$ cat config.mk
export PLATFORM = sky130hd
export DESIGN_NAME = pipeline_step_ctrl
export DESIGN_NICKNAME = d
export VERILOG_FILES = /design/src/rtl/mips_dbg_pkg.sv /design/src/rtl/pipeline_step_ctrl_sat_counter.sv /design/src/rtl/pipeline_step_ctrl.sv
export SDC_FILE = /design/constraint.sdc
export NUM_CORES = 1
export LEC_CHECK = 0
export BUFFER_PORTS_ARGS = -buffer_cell sky130_fd_sc_hd__buf_2
export CAP_MARGIN = 20
export CORE_ASPECT_RATIO = 0.9
export CORE_MARGIN = 1.5
export CORE_UTILIZATION = 45
export CTS_CLUSTER_DIAMETER = 30
export DETAILED_ROUTE_END_ITERATION = 10
export HOLD_SLACK_MARGIN = 0.08
export PLACE_DENSITY_LB_ADDON = 0.1
export SETUP_SLACK_MARGIN = 0.02
export SLEW_MARGIN = 0
export SYNTH_ARGS = -nofsm -noshare
export SYNTH_HDL_FRONTEND = slang
export SYNTH_HIERARCHICAL = 1
export SYNTH_SLANG_ARGS = --single-unit
$ cat constraint.sdc
create_clock -name i_clk -period 2.9 [get_ports i_clk]
set_input_delay 0.435 -clock i_clk [delete_from_list [all_inputs] [get_ports i_clk]]
set_output_delay 0.435 -clock i_clk [all_outputs]
set_load 0.02 [all_outputs]
$ cat src/rtl/mips_dbg_pkg.sv
// Shared encodings for the MIPS debug run/step sequencer: command codes and FSM state codes.
package mips_dbg_pkg;

    localparam int STATE_W = 3;

    typedef enum logic [1:0] {
        CMD_NOP  = 2'b00,
        CMD_RUN  = 2'b01,
        CMD_STEP = 2'b10,
        CMD_STOP = 2'b11
    } cmd_e;

    typedef enum logic [STATE_W-1:0] {
        ST_IDLE   = 3'd0,
        ST_RUN    = 3'd1,
        ST_STEP   = 3'd2,
        ST_DRAIN  = 3'd3,
        ST_HALTED = 3'd4
    } state_e;

endpackage

$ cat src/rtl/pipeline_step_ctrl_sat_counter.sv
// Saturating up-counter with synchronous clear; holds at all-ones instead of wrapping.
module sat_counter #(
    parameter int WIDTH = 32
) (
    input  logic             i_clk,
    input  logic             i_reset,
    input  logic             i_inc,
    input  logic             i_clr,
    output logic [WIDTH-1:0] o_count
);

    always_ff @(posedge i_clk or posedge i_reset) begin
        if (i_reset) begin
            o_count <= '0;
        end else if (i_clr) begin
            o_count <= '0;
        end else if (i_inc && (o_count != {WIDTH{1'b1}})) begin
            o_count <= o_count + WIDTH'(1);
        end
    end

endmodule

$ cat src/rtl/pipeline_step_ctrl.sv
// Run/step sequencer driving MIPS pipeline-register enables and flushes.
// Optional macro STEP_BUDGET_EN adds i_budget, limiting a RUN to a number of stepped cycles.
module pipeline_step_ctrl
    import mips_dbg_pkg::*;
#(
    parameter int NBITS        = 32,
    parameter int DRAIN_CYCLES = 1
) (
    input  logic               i_clk,
    input  logic               i_reset,
    input  logic               i_cmd_valid,
    input  logic [1:0]         i_cmd,
    output logic               o_cmd_ready,
    input  logic               i_HALT,
    input  logic               i_BranchTaken,
    input  logic               i_Stall,
`ifdef STEP_BUDGET_EN
    input  logic [NBITS-1:0]   i_budget,
`endif
    output logic               o_Step,
    output logic               o_PCWrite,
    output logic               o_IF_ID_Write,
    output logic               o_Flush_IF_ID,
    output logic               o_Flush_ID_EX,
    output logic               o_Flush_EX_MEM,
    output logic [STATE_W-1:0] o_state,
    output logic [NBITS-1:0]   o_cycles,
    output logic               o_done
);

    state_e     state, state_nxt;
    logic [2:0] drain_cnt, drain_nxt;
    cmd_e       cmd;
    logic       budget_last;

    assign cmd = cmd_e'(i_cmd);

`ifdef STEP_BUDGET_EN
    logic [NBITS-1:0] budget_reg;
    logic [NBITS-1:0] budget_used;
    logic             run_accept;

    assign run_accept = (state == ST_IDLE) && i_cmd_valid && (cmd == CMD_RUN);

    // A zero budget means the RUN is unlimited.
    always_ff @(posedge i_clk or posedge i_reset) begin
        if (i_reset) begin
            budget_reg <= '0;
        end else if (run_accept) begin
            budget_reg <= i_budget;
        end
    end

    sat_counter #(.WIDTH(NBITS)) u_budget (
        .i_clk   (i_clk),
        .i_reset (i_reset),
        .i_inc   (state == ST_RUN),
        .i_clr   (run_accept),
        .o_count (budget_used)
    );

    assign budget_last = (budget_reg != '0) && (budget_used == budget_reg - NBITS'(1));
`else
    assign budget_last = 1'b0;
`endif

    always_ff @(posedge i_clk or posedge i_reset) begin
        if (i_reset) begin
            state     <= ST_IDLE;
            drain_cnt <= '0;
        end else begin
            state     <= state_nxt;
            drain_cnt <= drain_nxt;
        end
    end

    always_comb begin
        state_nxt      = state;
        drain_nxt      = drain_cnt;
        o_cmd_ready    = 1'b0;
        o_Step         = 1'b0;
        o_PCWrite      = 1'b0;
        o_IF_ID_Write  = 1'b0;
        o_Flush_IF_ID  = 1'b0;
        o_Flush_ID_EX  = 1'b0;
        o_Flush_EX_MEM = 1'b0;
        case (state)
            ST_IDLE: begin
                o_cmd_ready = 1'b1;
                if (i_cmd_valid) begin
                    if (cmd == CMD_RUN) begin
                        state_nxt = ST_RUN;
                    end else if (cmd == CMD_STEP) begin
                        state_nxt = ST_STEP;
                    end
                end
            end
            ST_RUN, ST_STEP: begin
                o_Step      = 1'b1;
                o_cmd_ready = (state == ST_RUN) && (cmd == CMD_STOP);
                // Branch beats stall: the wrong-path instructions are flushed anyway.
                if (i_BranchTaken) begin
                    o_PCWrite      = 1'b1;
                    o_IF_ID_Write  = 1'b1;
                    o_Flush_IF_ID  = 1'b1;
                    o_Flush_ID_EX  = 1'b1;
                    o_Flush_EX_MEM = 1'b1;
                end else if (i_Stall) begin
                    o_Flush_ID_EX  = 1'b1;
                end else begin
                    o_PCWrite      = 1'b1;
                    o_IF_ID_Write  = 1'b1;
                end
                if (i_HALT) begin
                    state_nxt = ST_DRAIN;
                    drain_nxt = 3'(DRAIN_CYCLES);
                end else if (state == ST_STEP) begin
                    state_nxt = ST_IDLE;
                end else if (budget_last || (i_cmd_valid && (cmd == CMD_STOP))) begin
                    state_nxt = ST_IDLE;
                end
            end
            ST_DRAIN: begin
                o_Step         = 1'b1;
                o_Flush_IF_ID  = 1'b1;
                o_Flush_ID_EX  = 1'b1;
                o_Flush_EX_MEM = 1'b1;
                if (drain_cnt <= 3'd1) begin
                    state_nxt = ST_HALTED;
                    drain_nxt = '0;
                end else begin
                    drain_nxt = drain_cnt - 3'd1;
                end
            end
            ST_HALTED: begin
                state_nxt = ST_HALTED;
            end
            default: begin
                state_nxt = ST_IDLE;
            end
        endcase
    end

    sat_counter #(.WIDTH(NBITS)) u_cycles (
        .i_clk   (i_clk),
        .i_reset (i_reset),
        .i_inc   (o_Step),
        .i_clr   (1'b0),
        .o_count (o_cycles)
    );

    assign o_state = state;
    assign o_done  = (state == ST_HALTED);

endmodule

* Word-level counts from Yosys, hierarchy flattened *
Index checks and enable logic that the tools add are counted.

storage, ports and cells
  register bits after elaboration = 38
  bits in latches = 0
  RAM bits = 0
  memory bits (read-only) = 0
  output and inout port bits = 43
  logic and storage cells = 49
  memories kept = 0

operators by class
  add/subtract/negate cells = 2
  multiply operators = 0
  divide/modulo/power cells = 0
  order comparisons = 1
  eq/ne operators = 13
  shift operators = 0
  mux-type cells = 21
  bitwise operators = 0
  reductions and logical operators = 9

operators by type and width
  cell                     count
  $add A32 B1 Y32 const B  1
  $ne A32 B32 Y1 const B   1
  $mux W3                  9
  $pmux W3 S4              1
  $mux W1                  7
  $eq A3 B2 Y1 const B     2
  $ne A2 B2 Y1 const B     3
  $pmux W1 S2              3
  $pmux W3 S2              1
  $eq A2 B2 Y1 const B     2
  $ne A4 B4 Y1 const B     1
  $reduce_and A4 Y1        1
  $eq A3 B1 Y1 const B     1
  $eq A3 B3 Y1 const B     1
  $le A3 B1 Y1 const B     1
  $logic_and A1 B1 Y1      3
  $logic_not A3 Y1         1
  $ne A3 B3 Y1 const B     1
  $reduce_or A3 Y1         1
  $sub A3 B1 Y3 const B    1
  $eq A2 B1 Y1 const B     1
  $reduce_and A2 Y1        1
  $reduce_bool A2 Y1       1
  $reduce_or A2 Y1         1

* Longest topological paths before layout *
  depth after elaboration = 6
  gate-level depth with buffers = 9
  gate-level depth less buffers = 7

* Hierarchy *
The synthesis kept the hierarchy.

by module, submodules not included
  module              times used  cells each  area each (um2)
  sat_counter         1           186         1740.4
  pipeline_step_ctrl  1           66          515.5

* Worst setup path after synthesis *
No wires, ideal clock.

  path type = flip-flop to flip-flop
  start point = register state[1] (netlist: o_state[1])
  end point = register u_cycles.o_count[19]
  setup time = 77 ps
  data arrival time = 2588 ps
  setup slack = 234 ps
  stages on the path, launching flop included = 10
  path buffers = 2
  clock period less this slack = 2666 ps
  cell sequence = dfrtp_1 buf_4 nor2_1 nor2_1 nand4_1 nor3_1 o311ai_1 buf_2 or4_1 a21oi_1

on the way
  cells in the longest elaborated chain, start to end = 4
  elaborated cells on any way between the ends = 6
  classes of those cells = eq/ne: 3; mux: 1; reduce/logical: 2

ends and longest elaborated chain
  what                                                 RTL line                              text
  start, declared                                      pipeline_step_ctrl.sv:31              state_e state, state_nxt;
  start signal, assigned                               pipeline_step_ctrl.sv:72              state <= state_nxt;
  $eq A3 B1 Y1 / $eq A3 B2 Y1 (equally long branches)  pipeline_step_ctrl.sv:87              case (state)
  $reduce_or A3 Y1 (no line) (*)                       --
  $mux W1 (*)                                          pipeline_step_ctrl.sv:87
  named net o_Step                                     pipeline_step_ctrl.sv:20              output logic o_Step,
  $logic_and A1 B1 Y1 (*)                              pipeline_step_ctrl_sat_counter.sv:17  end else if (i_inc && (o_count != {WIDTH{1'b1}})) begin
  end signal, assigned                                 pipeline_step_ctrl_sat_counter.sv:18  o_count <= o_count + WIDTH'(1);
  end, declared                                        pipeline_step_ctrl_sat_counter.sv:9   output logic [WIDTH-1:0] o_count

The timed path passes the listed nets; every way through them passes the cells marked *.
A chain may end at the register's enable or synchronous reset.

* Final worst setup path *
  start point = register state[1] (netlist: o_state[1])
  end point = register u_cycles.o_count[27]

on the way
  cells in the longest elaborated chain, start to end = 4
  elaborated cells on any way between the ends = 6
  classes of those cells = eq/ne: 3; mux: 1; reduce/logical: 2

ends and longest elaborated chain
  what                                                 RTL line
  $eq A3 B1 Y1 / $eq A3 B2 Y1 (equally long branches)  pipeline_step_ctrl.sv:87
  $reduce_or A3 Y1 (no line) (*)                       --
  $mux W1 (*)                                          pipeline_step_ctrl.sv:87
  $logic_and A1 B1 Y1 (*)                              pipeline_step_ctrl_sat_counter.sv:17

Mark *: on every way between the ends. The rest lies on a longest branch, timed or not.

==> key figures <==
Outcome
  • Outcome: complete, no violations

Pwr
  • LEAKAGE: 1.207 nW
  • Worst vdd ir: 0.0002631 V
  • P per Cell Area: 374.5 nW/µm²

Floorplan
  • Die W: 77.64 µm
  • # rows: 24
  • Core Area: 4835 µm²
  • # IOs: 51
  • Die height: 70.17 µm
  • Initial Util: 46.66%
  • Die Area: 5448 µm²

Global route
  • Overflow after GRT: 0
  • Initial antenna violation count: 0
  • GRT Util Overall: 20.06%
  • First-pass GRT wire length: 8.763 mm
  • Vias in the first global route: 1863
  • Pin count of the biggest net entering global routing: 33

STA
  • Fin crit share: 85.72%
  • # setup viols final: 0
  • Rel. slew slack: 47.77%
  • Final Critical Period: 2.486 ns
  • RSZ-0062 raised after global routing: false
  • Clk_skew: 0.009906 ns
  • Final hold vios: 0
  • Setup TNS: 0 ns
  • Fin. max-slew vios: 0
  • Final hold slack: 0.5055 ns
  • Least-Margin Pin Slew: 0.7763 ns
  • FMAX: 402.3 MHz

Worst setup path
  • CP max stage cell: dfrtp_1
  • Most frequent CP cell: nor2_1
  • Family with the most delay on the worst path: simple AND/OR/NAND/NOR gates
  • Crit path cell chain: nor2_1, nor2_1, nand4_1, nor3_1, o311ai_1, buf_4, or4_1, a21oi_1
  • Critical path startpoint category: flop
  • WP data arrival: 2.71 ns
  • Critical path class: flop to flop
  • CP endpoint kind: flop
  • Critical path fanouts, max: 15
  • Crit path buffers/inverters: 1
  • CP peak stage delay: 0.54 ns
  • Worst Path Required: 3.13 ns

Logic synthesis
  • Area contributors post-synth: dfrtp_1, a21oi_1, o31ai_1, or4_1, o21ai_0
  • Syn avg cell area: 8.952 µm²
  • Mapped Cells: 252
  • Ys Warns: 6
  • Synthesized flop and latch total: 38
  • Synth area leader: dfrtp_1
  • Synth cell types: 46
  • Main flop type after synthesis: dfrtp_1
  • Share of the synthesized area in the top cell type: 42.15%
  • EDFF count, synth: 0
  • Seq/Total Area, Yosys: 42.15%
  • Ys async rst share: 100.0%
  • Mapped cell area: 2256 µm²

Clock tree
  • Clk sinks: 38
  • Insertion delay to the later sink of the worst-skew pair: 0.29 ns
  • TritonCTS Buffers: 5
  • H-Tree Level Count: 2
  • TritonCTS clock tree: yes
  • Clock transition at path regs: 0.08 ns
  • Post-CTS Setup Repair Bufs: 0
  • Clock Path Buffers: 2
  • Clk root buf: clkbuf_8

Final layout
  • Layout cell share with drive strength beyond 1: 22.58%
  • Post-route insts no fill: 375
  • Area delta synth->final: 19.52%
  • Filler cells: 448
  • FF/Latch Area: 950.9 µm²
  • Ant diodes: 0
  • Multi-input gate area: 1194 µm²
  • Net count, final: 322

Worst hold path
  • Min-Delay Path Class: input port to flop

Detailed routing
  • Pre-antenna DRT Iters: 4
  • Detailed Route Iter0 Violations: 133
  • Via density: 5.595
  • WL/cell: 13.62 µm
  • Drc violations: 0
  • Final ANT Viol Nets: 0
  • Post-Route WL: 5.106 mm
  • Detailed-route via count: 2098

Flow run
  • MaxCap Viol Count: 0

Place
  • PortBufs: 50
  • Routability cong.: 0.7641
  • Placed wire-length estimate: 3.652 mm
  • Placed instance count: 366
==> per-layer routing <==
metal | GRT usage [%] | routed length [µm] | up-vias
met2 | 28.31 | 2171 | 40
met1 | 30.29 | 2681 | 998
met3 | 5.359 | 224 | 2
met5 | 0 | 0 | -
met4 | 4.848 | 29 | 0
li1 | - | - | 1058
==> registers in the layout, indices dropped and copies added (netlist names) <==
name and flops:
u_cycles/o_count 32, o_state 3, drain_cnt 3
==> cell usage in the layout (no fill, tap or decap), types with 2 or more instances in the layout <==
cell / n
nor2_1: 12
inv_1: 15
nor4_1: 3
and2_1: 2
and4_1: 4
and3_1: 3
or3_1: 12
nand2b_1: 3
a21oi_1: 34
o21ai_1: 2
o21bai_1: 2
buf_2: 50
clkinv_2: 2
mux2i_1: 2
buf_4: 6
o31ai_1: 16
conb_1: 5
o21ai_0: 16
o22ai_1: 2
nand4_1: 6
nand2_1: 17
nand3_1: 11
clkbuf_8: 5
or4_1: 14
dfrtp_1: 38
ha_1: 5
xnor2_1: 2
==> cells in the mapped netlist, drive strengths merged, types with 2 or more instances <==
cell    count
a21oi      34
and2        2
and3        3
and4        4
buf         7
clkbuf      4
dfrtp      38
ha          5
inv        15
mux2i       2
nand2      17
nand2b      4
nand3      11
nand4       7
nor2       12
nor4        3
o21ai      18
o21bai      2
o22ai       2
o311ai      2
o31ai      16
o41ai       2
or3        13
or4        15
xnor2       2
==> logic make-up (layout without fill, tap and decap cells) <==
logic type      count (synthesis)  in the layout  synth area share [%]
simple gates                   95             95                 24.96
compound gates                 82             82                 22.30
flops                          38             38                 42.15
buf+inv                        26             80                 5.601
fa+ha+maj                       5              5                 2.773
xor+xnor                        3              3                 1.165
mux                             2              2                0.8874
other cells                     1              5                0.1662
==> metrics by stage <==
stage | cell area (µm²) | utilization, % | total power [mW] | setup slack [ns]
after global placement | 2577 | 53.31 | 0.5705 | 0.5421
after floorplan | 2271 | - | 0.5591 | 0.2343
after CTS | 2696 | 55.77 | 1.018 | 0.4418
final | 2696 | 55.77 | 1.010 | 0.4141
after detailed placement | 2577 | 53.31 | 0.5706 | 0.4634
after global routing | 2696 | 55.77 | 1.043 | 0.2560
==> final timing paths <==
path                              startpoint              endpoint  slack [ns]  depth (start not counted)
worst min-delay path             i_cmd_valid            o_state[0]        0.51                          4
min in group asynchronous            i_reset            o_state[0]        0.60                          3
worst min register to register  drain_cnt[2]          drain_cnt[2]        0.52                          2
max in group asynchronous            i_reset  u_cycles/o_count[16]        1.81                          4
worst max-delay path              o_state[1]  u_cycles/o_count[27]        0.41                          8
worst max register to register    o_state[1]  u_cycles/o_count[27]        0.41                          8
==> tightest hold or removal path, stage by stage <==
cell and delay [ns]:
buf_2 0.09, nand2_1 0.05, nand4b_1 0.11, nand3_1 0.08
==> what timing repair did <==
item	in CTS	in global routing
hold buffers	1	0
hold endpoints to repair	6	0
resized for setup	0	0
==> where the power goes <==
group	internal (mW)	switching (mW)	leakage [nW]	total (mW)
clock	0.253	0.194	0.0579	0.447
combinational	0.00904	0.0242	0.623	0.0333
sequential	0.529	0.00000000000000505	0.526	0.529
==> final cells by class <==
| type | instances | share of cell area [%] |
|---|---|---|
| Multi-Input combinational cell | 192 | 44.27 |
| Inverter | 15 | 2.088 |
| Sequential cell | 38 | 35.27 |
| Timing Repair Buffer | 57 | 11.32 |
| Tap cell | 65 | 3.016 |
| Clock buffer | 5 | 2.552 |
| Clock inverter | 3 | 1.485 |
No activity file was read; power rests on OpenSTA's default activity.
